===== config.mk =====
export PLATFORM = sky130hd
export DESIGN_NAME = key_debounce
export DESIGN_NICKNAME = d
export VERILOG_FILES = /design/src/rtl/key_pkg.sv /design/src/rtl/key_debounce_ch.sv /design/src/rtl/key_debounce.sv
export SDC_FILE = /design/constraint.sdc
export NUM_CORES = 1
export LEC_CHECK = 0
export ABC_AREA = 0
export CAP_MARGIN = 10
export CORE_ASPECT_RATIO = 0.5
export CORE_MARGIN = 2
export CORE_UTILIZATION = 40
export DETAILED_ROUTE_END_ITERATION = 10
export DONT_BUFFER_PORTS = 1
export GPL_TIMING_DRIVEN = 0
export PLACE_DENSITY = 0.6
export SYNTH_ARGS = -nofsm -noshare
export SYNTH_HDL_FRONTEND = slang
export SYNTH_HIERARCHICAL = 1
export SYNTH_SLANG_ARGS = --single-unit

===== constraint.sdc =====
create_clock -name CLK_50M -period 1.85 [get_ports CLK_50M]
set_input_delay 0.0925 -clock CLK_50M [delete_from_list [all_inputs] [get_ports CLK_50M]]
set_output_delay 0.0925 -clock CLK_50M [all_outputs]
set_load 0.02 [all_outputs]

===== src/rtl/key_pkg.sv =====
// Shared types and default timing constants for the push-button debouncer.
package key_pkg;

    typedef enum logic [1:0] {
        IDLE        = 2'd0,
        PRESS_DEB   = 2'd1,
        PRESSED     = 2'd2,
        RELEASE_DEB = 2'd3
    } key_state_t;

    // 20 ms and 1 s at 50 MHz
    localparam int unsigned DEBOUNCE_CYCLES_DEF = 1000000;
    localparam int unsigned LONG_CYCLES_DEF     = 50000000;
    localparam int unsigned CNT_W_DEF           = 27;

endpackage


===== src/rtl/key_debounce_ch.sv =====
// One key channel: 2-flop synchroniser, debounce/long-press FSM and registered pulses.
module key_debounce_ch
    import key_pkg::*;
#(
    parameter int unsigned DEBOUNCE_CYCLES = DEBOUNCE_CYCLES_DEF,
    parameter int unsigned LONG_CYCLES     = LONG_CYCLES_DEF,
    parameter int unsigned CNT_W           = CNT_W_DEF
) (
    input  logic CLK_50M,
    input  logic RST_N,
    input  logic key_n,
    output logic key_press,
    output logic key_release,
    output logic key_long,
    output logic key_level
);

    localparam logic [CNT_W-1:0] DEB_LAST  = CNT_W'(DEBOUNCE_CYCLES - 1);
    localparam logic [CNT_W-1:0] LONG_LAST = CNT_W'(LONG_CYCLES - 1);

    logic             meta;
    logic             sync;
    key_state_t       state;
    logic [CNT_W-1:0] cnt;
    logic             long_done;

    // Synchroniser resets to the released level so reset never looks like a press.
    always_ff @(posedge CLK_50M or negedge RST_N) begin
        if (!RST_N) begin
            meta <= 1'b1;
            sync <= 1'b1;
        end else begin
            meta <= key_n;
            sync <= meta;
        end
    end

    always_ff @(posedge CLK_50M or negedge RST_N) begin
        if (!RST_N) begin
            state       <= IDLE;
            cnt         <= '0;
            long_done   <= 1'b0;
            key_press   <= 1'b0;
            key_release <= 1'b0;
            key_long    <= 1'b0;
            key_level   <= 1'b0;
        end else begin
            key_press   <= 1'b0;
            key_release <= 1'b0;
            key_long    <= 1'b0;
            case (state)
                IDLE: begin
                    if (!sync) begin
                        state <= PRESS_DEB;
                        cnt   <= '0;
                    end
                end
                PRESS_DEB: begin
                    if (sync) begin
                        state <= IDLE;
                        cnt   <= '0;
                    end else if (cnt == DEB_LAST) begin
                        state     <= PRESSED;
                        cnt       <= '0;
                        key_press <= 1'b1;
                        key_level <= 1'b1;
                    end else begin
                        cnt <= cnt + CNT_W'(1);
                    end
                end
                PRESSED: begin
                    if (sync) begin
                        state <= RELEASE_DEB;
                        cnt   <= '0;
                    end else begin
                        // hold counter saturates; long_done limits the pulse to once per press
                        if (cnt != LONG_LAST) begin
                            cnt <= cnt + CNT_W'(1);
                        end
                        if (cnt == LONG_LAST && !long_done) begin
                            key_long  <= 1'b1;
                            long_done <= 1'b1;
                        end
                    end
                end
                RELEASE_DEB: begin
                    if (!sync) begin
                        state <= PRESSED;
                        cnt   <= '0;
                    end else if (cnt == DEB_LAST) begin
                        state       <= IDLE;
                        cnt         <= '0;
                        key_release <= 1'b1;
                        key_level   <= 1'b0;
                        long_done   <= 1'b0;
                    end else begin
                        cnt <= cnt + CNT_W'(1);
                    end
                end
                default: begin
                    state <= IDLE;
                    cnt   <= '0;
                end
            endcase
        end
    end

endmodule


===== src/rtl/key_debounce.sv =====
// Board push-button input stage: KEY_NUM independent debounced key channels.
module key_debounce
    import key_pkg::*;
#(
    parameter int unsigned KEY_NUM         = 4,
    parameter int unsigned DEBOUNCE_CYCLES = DEBOUNCE_CYCLES_DEF,
    parameter int unsigned LONG_CYCLES     = LONG_CYCLES_DEF,
    parameter int unsigned CNT_W           = CNT_W_DEF
) (
    input  logic               CLK_50M,
    input  logic               RST_N,
    input  logic [KEY_NUM-1:0] KEY_N,
    output logic [KEY_NUM-1:0] key_press,
    output logic [KEY_NUM-1:0] key_release,
    output logic [KEY_NUM-1:0] key_long,
    output logic [KEY_NUM-1:0] key_level
);

    for (genvar i = 0; i < int'(KEY_NUM); i++) begin : g_ch
        key_debounce_ch #(
            .DEBOUNCE_CYCLES (DEBOUNCE_CYCLES),
            .LONG_CYCLES     (LONG_CYCLES),
            .CNT_W           (CNT_W)
        ) u_ch (
            .CLK_50M     (CLK_50M),
            .RST_N       (RST_N),
            .key_n       (KEY_N[i]),
            .key_press   (key_press[i]),
            .key_release (key_release[i]),
            .key_long    (key_long[i]),
            .key_level   (key_level[i])
        );
    end

endmodule

# Word-level counts from Yosys, hierarchy flattened

Index checks and enable logic that the tools add are counted.

Mux-type cells: 120
$add $sub $neg: 4
Reductions and logical operators: 36
Eq/ne operators: 68

Operators by type and width:

| kind                                                  | count |
|---|---|
| 2-to-1 mux 27 bit                                     | 24 |
| one-hot mux 27 bit (4 select lines)                   | 4 |
| adder 27 x 1 -> 27 bit, second input constant         | 4 |
| equality test 27 x 20 -> 1 bit, second input constant | 4 |
| equality test 27 x 26 -> 1 bit, second input constant | 4 |
| != test 27 x 26 -> 1 bit, second input constant       | 4 |
| 2-to-1 mux 1 bit                                      | 56 |
| 2-to-1 mux 2 bit                                      | 24 |
| != test 2 x 1 -> 1 bit, second input constant         | 20 |
| AND reduction 5 bit                                   | 8 |
| one-hot mux 2 bit (4 select lines)                    | 4 |
| != test 2 bit, second input constant                  | 12 |
| != test 3 x 1 -> 1 bit, second input constant         | 8 |
| equality test 2 bit, second input constant            | 8 |
| one-hot mux 1 bit (2 select lines)                    | 8 |
| AND reduction 4 bit                                   | 4 |
| nonzero test 2 bit                                    | 8 |
| != test 3 bit, second input constant                  | 4 |
| equality test 2 x 1 -> 1 bit, second input constant   | 4 |
| logical NOT 2 bit                                     | 4 |
| AND reduction 2 bit                                   | 4 |
| logical AND 1 bit                                     | 4 |
| logical NOT 1 bit                                     | 4 |

Word-level logic and storage cells: 264
Flip-flop bits (word level): 144

# Longest topological paths before layout

Depth after elaboration: 5
Gate-level depth with buffers: 7
Mapped depth without buffers: 6

# Hierarchy

The synthesis kept the hierarchy.

Modules (own cells, without submodules):

| module                             | instances | sequential area each (µm²) | area an instance (µm²) | cells each |
|---|---|---|---|---|
| key_debounce_ch (g_ch[0].u_ch ...) | 3         | 903.4                      | 1999.4                 | 211 |
| key_debounce_ch (g_ch[3].u_ch)     | 1         | 903.4                      | 1983.2                 | 201 |

# Worst setup path before layout

No wires, ideal clock.

Path kind: reg-to-reg
Start point: register g_ch[3].u_ch.cnt[13]
End point: register g_ch[3].u_ch.cnt[11]
Clock period less this slack: 1.931 ns
Cell stages (with the launch flop): 7
Path buffers: 1
Setup slack: -0.081 ns
Data arrival time: 1.805 ns
Library setup time: 0.126 ns
Cell sequence: dfrtp_1 or4b_4 nor4_4 nand2_2 a21boi_4 buf_6 a21oi_1

Longest elaborated chain between the ends: 4
Elaborated cells on any way between the ends: 8
Classes of those cells: eq/ne: 3; mux: 4; reduce/logical: 1

RTL lines:

| what                                        | line                                         | text |
|---|---|---|
| start: declaration                          | key_debounce_ch.sv:24                        | `logic [CNT_W-1:0] cnt;` |
| start signal: assignment                    | key_debounce_ch.sv:68                        | `cnt <= cnt + CNT_W'(1);` |
| start signal: assignment                    | key_debounce_ch.sv:78                        | `cnt <= cnt + CNT_W'(1);` |
| start signal: assignment                    | key_debounce_ch.sv:97                        | `cnt <= cnt + CNT_W'(1);` |
| equality test 27 x 20 -> 1 bit              | key_debounce_ch.sv:62, key_debounce_ch.sv:90 |  |
| 2-to-1 mux 27 bit                           | key_debounce_ch.sv:62, key_debounce_ch.sv:90 |  |
| 2-to-1 mux 27 bit, on equally long branches | key_debounce_ch.sv:87, key_debounce_ch.sv:59 |  |
| one-hot mux 27 bit (4 select lines)         | key_debounce_ch.sv:51                        | `case (state)` |

Several ways; a longest one is shown, not always the timed one.
A chain may end at the register's enable or synchronous reset.

# Worst setup path after layout

Start point: register g_ch[3].u_ch.cnt[13]
End point: register g_ch[3].u_ch.cnt[10]

The elaborated chain is that of the path after synthesis.

==> out/metrics.csv <==
stage,metric,value,unit
clocking,clk slew on worst S/H paths,60,ps
place,Port Buffer Count,0,
place,DP Worst Slack,-357,ps
floorplan,die height,104,um
yosys,Synth Flop Type,dfrtp_1,
flow_run,Max-cap violations,0,
global_route,GRT Total Usage,0.202,
final_layout,cell area after layout,11000,um^2
setup_path,Setup CP Type,reg -> reg,
global_route,total gr overflow,0,
setup_path,Setup crit start kind,register,
sta,count of final max-slew check failures,0,
final_layout,antenna fix cells,0,
final_layout,Fillers,1640,
clocking,clk sinks,144,
clocking,"Hold-fix buffers, CTS",4,
yosys,post-synth top area share,0.426,
sta,setup violators final,120,
clocking,Root Driver,clkbuf_16,
pwr,sequential share of power,0.447,
setup_path,CP Capture Type,register,
floorplan,DIE AREA,21200,um^2
sta,clk_skew,9.34,ps
final_layout,most frequent cells in the layout,"107 x dfrtp_1, 95 x buf_4, 51 x nand2_1",
yosys,Post-Synthesis Cell Area,7980,um^2
global_route,number of global-route vias before repair,6990,
drt,Post-Route WL,21.0,mm
floorplan,core area,19500,um^2
sta,RSZ-0062 raised after global routing,yes,
place,placed insts,1100,
place,post-DP HPWL,11.9,mm
drt,DRC Markers,0,
pwr,Sw Ratio,0.249,
setup_path,Reg2Reg Capture Point,g_ch[3].u_ch/cnt[10]$_DFFE_PN0P_,
final_layout,"most common cell after layout, fill and taps aside",dfrtp_1,
yosys,dominant cell type by area after synthesis,dfrtp_1,
place,routability cong.,0.836,
drt,Vias,6988,
clocking,CTS tree,yes,
pwr,Power Dens Cells,661,nW/um^2
hold_path,worst min-delay path class,in -> async,
sta,Tmin final,2050,ps
drt,Via density,5.58,
yosys,Yosys warning total,6,
floorplan,Die W,204,um
place,placed standard-cell area,8340,um^2
pwr,total power,7.27,mW
final_layout,fin cells,1252,
yosys,Seq cells post-synth,144,
yosys,cell count after synthesis,834,
yosys,"Distinct cells, synth",65,
sta,actual slew at the worst max-slew pin,528,ps
drt,post-route antenna net violation count,0,
floorplan,cell row count,36,
pwr,Leakage,4.27,nW
sta,Total Neg Setup Slack,-14770,ps
sta,Max Clock Freq,487,MHz
yosys,Avg Inst Size Synth,9.57,um^2
yosys,Post-synth EDFFs,0,
pwr,clock share of power,0.486,
sta,Relative slew margins,0.646,
status,status,finished with violations,
sta,Final Cycle Share,1.11,
yosys,synth top area cells,"dfrtp_1 43%, xnor2_1 5.6%, nor2_1 4.8%",
setup_path,"setup slack, reg-to-reg",-200,ps
floorplan,number of I/O pins,22,
sta,Hold Fails Final Rpt,144,
sta,final worst slack,-205,ps
floorplan,Initial Util,0.409,
final_layout,layout cells sized above 1,0.424,
clocking,Clock Latency Late Sink,440,ps
pwr,Net Sw Power,1.81,mW
status,failing checks,"hold timing, setup timing",
pwr,Pint,5.46,mW
final_layout,Final #Nets,983,
clocking,H-tree depth,4,
global_route,largest net degree at the start of global routing,145,
pwr,Peak VDD IR,0.000585,V
pwr,Comb power frac,0.068,
clocking,clk buf depth,2,
clocking,CTS Buf Count,17,
sta,Min Hold Slack,-643,ps
yosys,syn nets,844,
yosys,Async SR Flop Fraction,1.00,
setup_path,Worst Path Required,2160,ps
drt,DR pass1 iterations,5,
setup_path,crit path max fanout,5,
final_layout,Finished Core Util,0.563,
drt,drt wl/cell,16.8,um
setup_path,number of cells on the worst reg-to-reg path,7,
final_layout,synth-to-layout area growth,37.7,%
setup_path,crit path DAT,2360,ps
global_route,first-pass GRT wire length,34.7,mm
yosys,post-synthesis sequential area ratio,0.453,
setup_path,Crit Reg-Reg Startpoint,g_ch[3].u_ch/cnt[13]$_DFFE_PN0P_,
drt,detailed router's first-iteration violation count,410,
global_route,initial antenna violation count,0,
## logic make-up after synthesis
kind of cell / after synthesis / share of synthesized area
AOI/OAI and AO/OA: 107 / 0.0876
xor gates and xnor gates: 71 / 0.0779
adders and majority gates: 4 / 0.00627
buffers and inverters: 57 / 0.0386
DFF: 144 / 0.453
muxes: 3 / 0.00423
and+or+nand+nor: 448 / 0.333
## state kept, by name (all words and copies together), names as in the netlist, named ones only
| register | flops |
|---|---|
| g_ch.u_ch/key_level | 4 |
| g_ch.u_ch/cnt | 108 |
| g_ch.u_ch/key_release | 4 |
| g_ch.u_ch/long_done | 4 |
| g_ch.u_ch/state | 4 |
| g_ch.u_ch/sync | 4 |
| g_ch.u_ch/key_press | 4 |
| g_ch.u_ch/key_long | 4 |
| g_ch.u_ch/meta | 4 |
## cells in the mapped netlist (9+ instances only)
cell and number:
dfrtp_1 136, nor2_1 102, nand2_1 51, xnor2_1 51
nand3_1 46, nor3_1 46, nand4_1 39, a21oi_1 30
and3_1 25, inv_1 24, o21ai_0 21, xor2_1 20
nor4_1 17, o31ai_1 15, and4_1 13, buf_2 12
or3_1 12, and2_1 9, buf_4 9
## timing repair
item | in CTS | in global routing
endpoints found under the hold margin | 148 | 144
setup buffers | 78 | 39
pin swaps | 91 | 63
gates resized for setup | 145 | 142
endpoints found under the setup margin | 122 | 126
cloned | 8 | 0
## layout make-up
class / count / area, um^2 / share of cell area
buffer: 27 / 243 / 0.0221
multi-input combinational: 633 / 4980 / 0.453
clock inverter: 15 / 175 / 0.0159
tap: 266 / 333 / 0.0303
inverter: 24 / 90.1 / 0.00820
clock buffer: 17 / 425 / 0.0387
timing repair buffer: 126 / 1090 / 0.0995
sequential: 144 / 3650 / 0.332
## routing by layer
| metal | global-route usage | share of wire | vias to the layer above | routed length (um) |
|---|---|---|---|---|
| li1 | - | - | 3312 | - |
| met1 | 0.273 | 0.46 | 3517 | 9720 |
| met2 | 0.320 | 0.49 | 130 | 10200 |
| met3 | 0.0473 | 0.035 | 29 | 733 |
| met4 | 0.0709 | 0.015 | 0 | 314 |
| met5 | 0 | 0 | - | 0 |
## power by group through the flow
stage | logic (mW) | clock network (mW) | registers (mW)
final | 0.491 | 3.53 | 3.25
after global routing | 0.534 | 3.77 | 3.25
after CTS | 0.410 | 3.62 | 3.23
after detailed placement | 0.266 | 0 | 3.29
after global placement | 0.265 | 0 | 3.29
after floorplan | 0.209 | 0 | 3.28
## critical path, cell delays in order, from the launching register on
cell,delay [ps]
dfrtp_2,400
or4b_4,550
nor4_4,330
nand2_2,130
a21boi_4,190
buf_12,150
buf_8,130
a21oi_2,40
## worst max-delay path by stage
stage,from,end
after global placement,g_ch[3].u_ch/cnt[0]$_DFFE_PN0P_,g_ch[3].u_ch/cnt[3]$_DFFE_PN0P_
after detailed placement,g_ch[3].u_ch/cnt[0]$_DFFE_PN0P_,g_ch[3].u_ch/cnt[3]$_DFFE_PN0P_
after global routing,g_ch[3].u_ch/cnt[12]$_DFFE_PN0P_,g_ch[3].u_ch/cnt[10]$_DFFE_PN0P_
after CTS,g_ch[3].u_ch/cnt[12]$_DFFE_PN0P_,g_ch[3].u_ch/cnt[17]$_DFFE_PN0P_
after floorplan,g_ch[3].u_ch/cnt[25]$_DFFE_PN0P_,g_ch[3].u_ch/cnt[11]$_DFFE_PN0P_
final,g_ch[3].u_ch/cnt[13]$_DFFE_PN0P_,g_ch[3].u_ch/cnt[10]$_DFFE_PN0P_
Note: power is estimated with default switching activity, not from simulation.
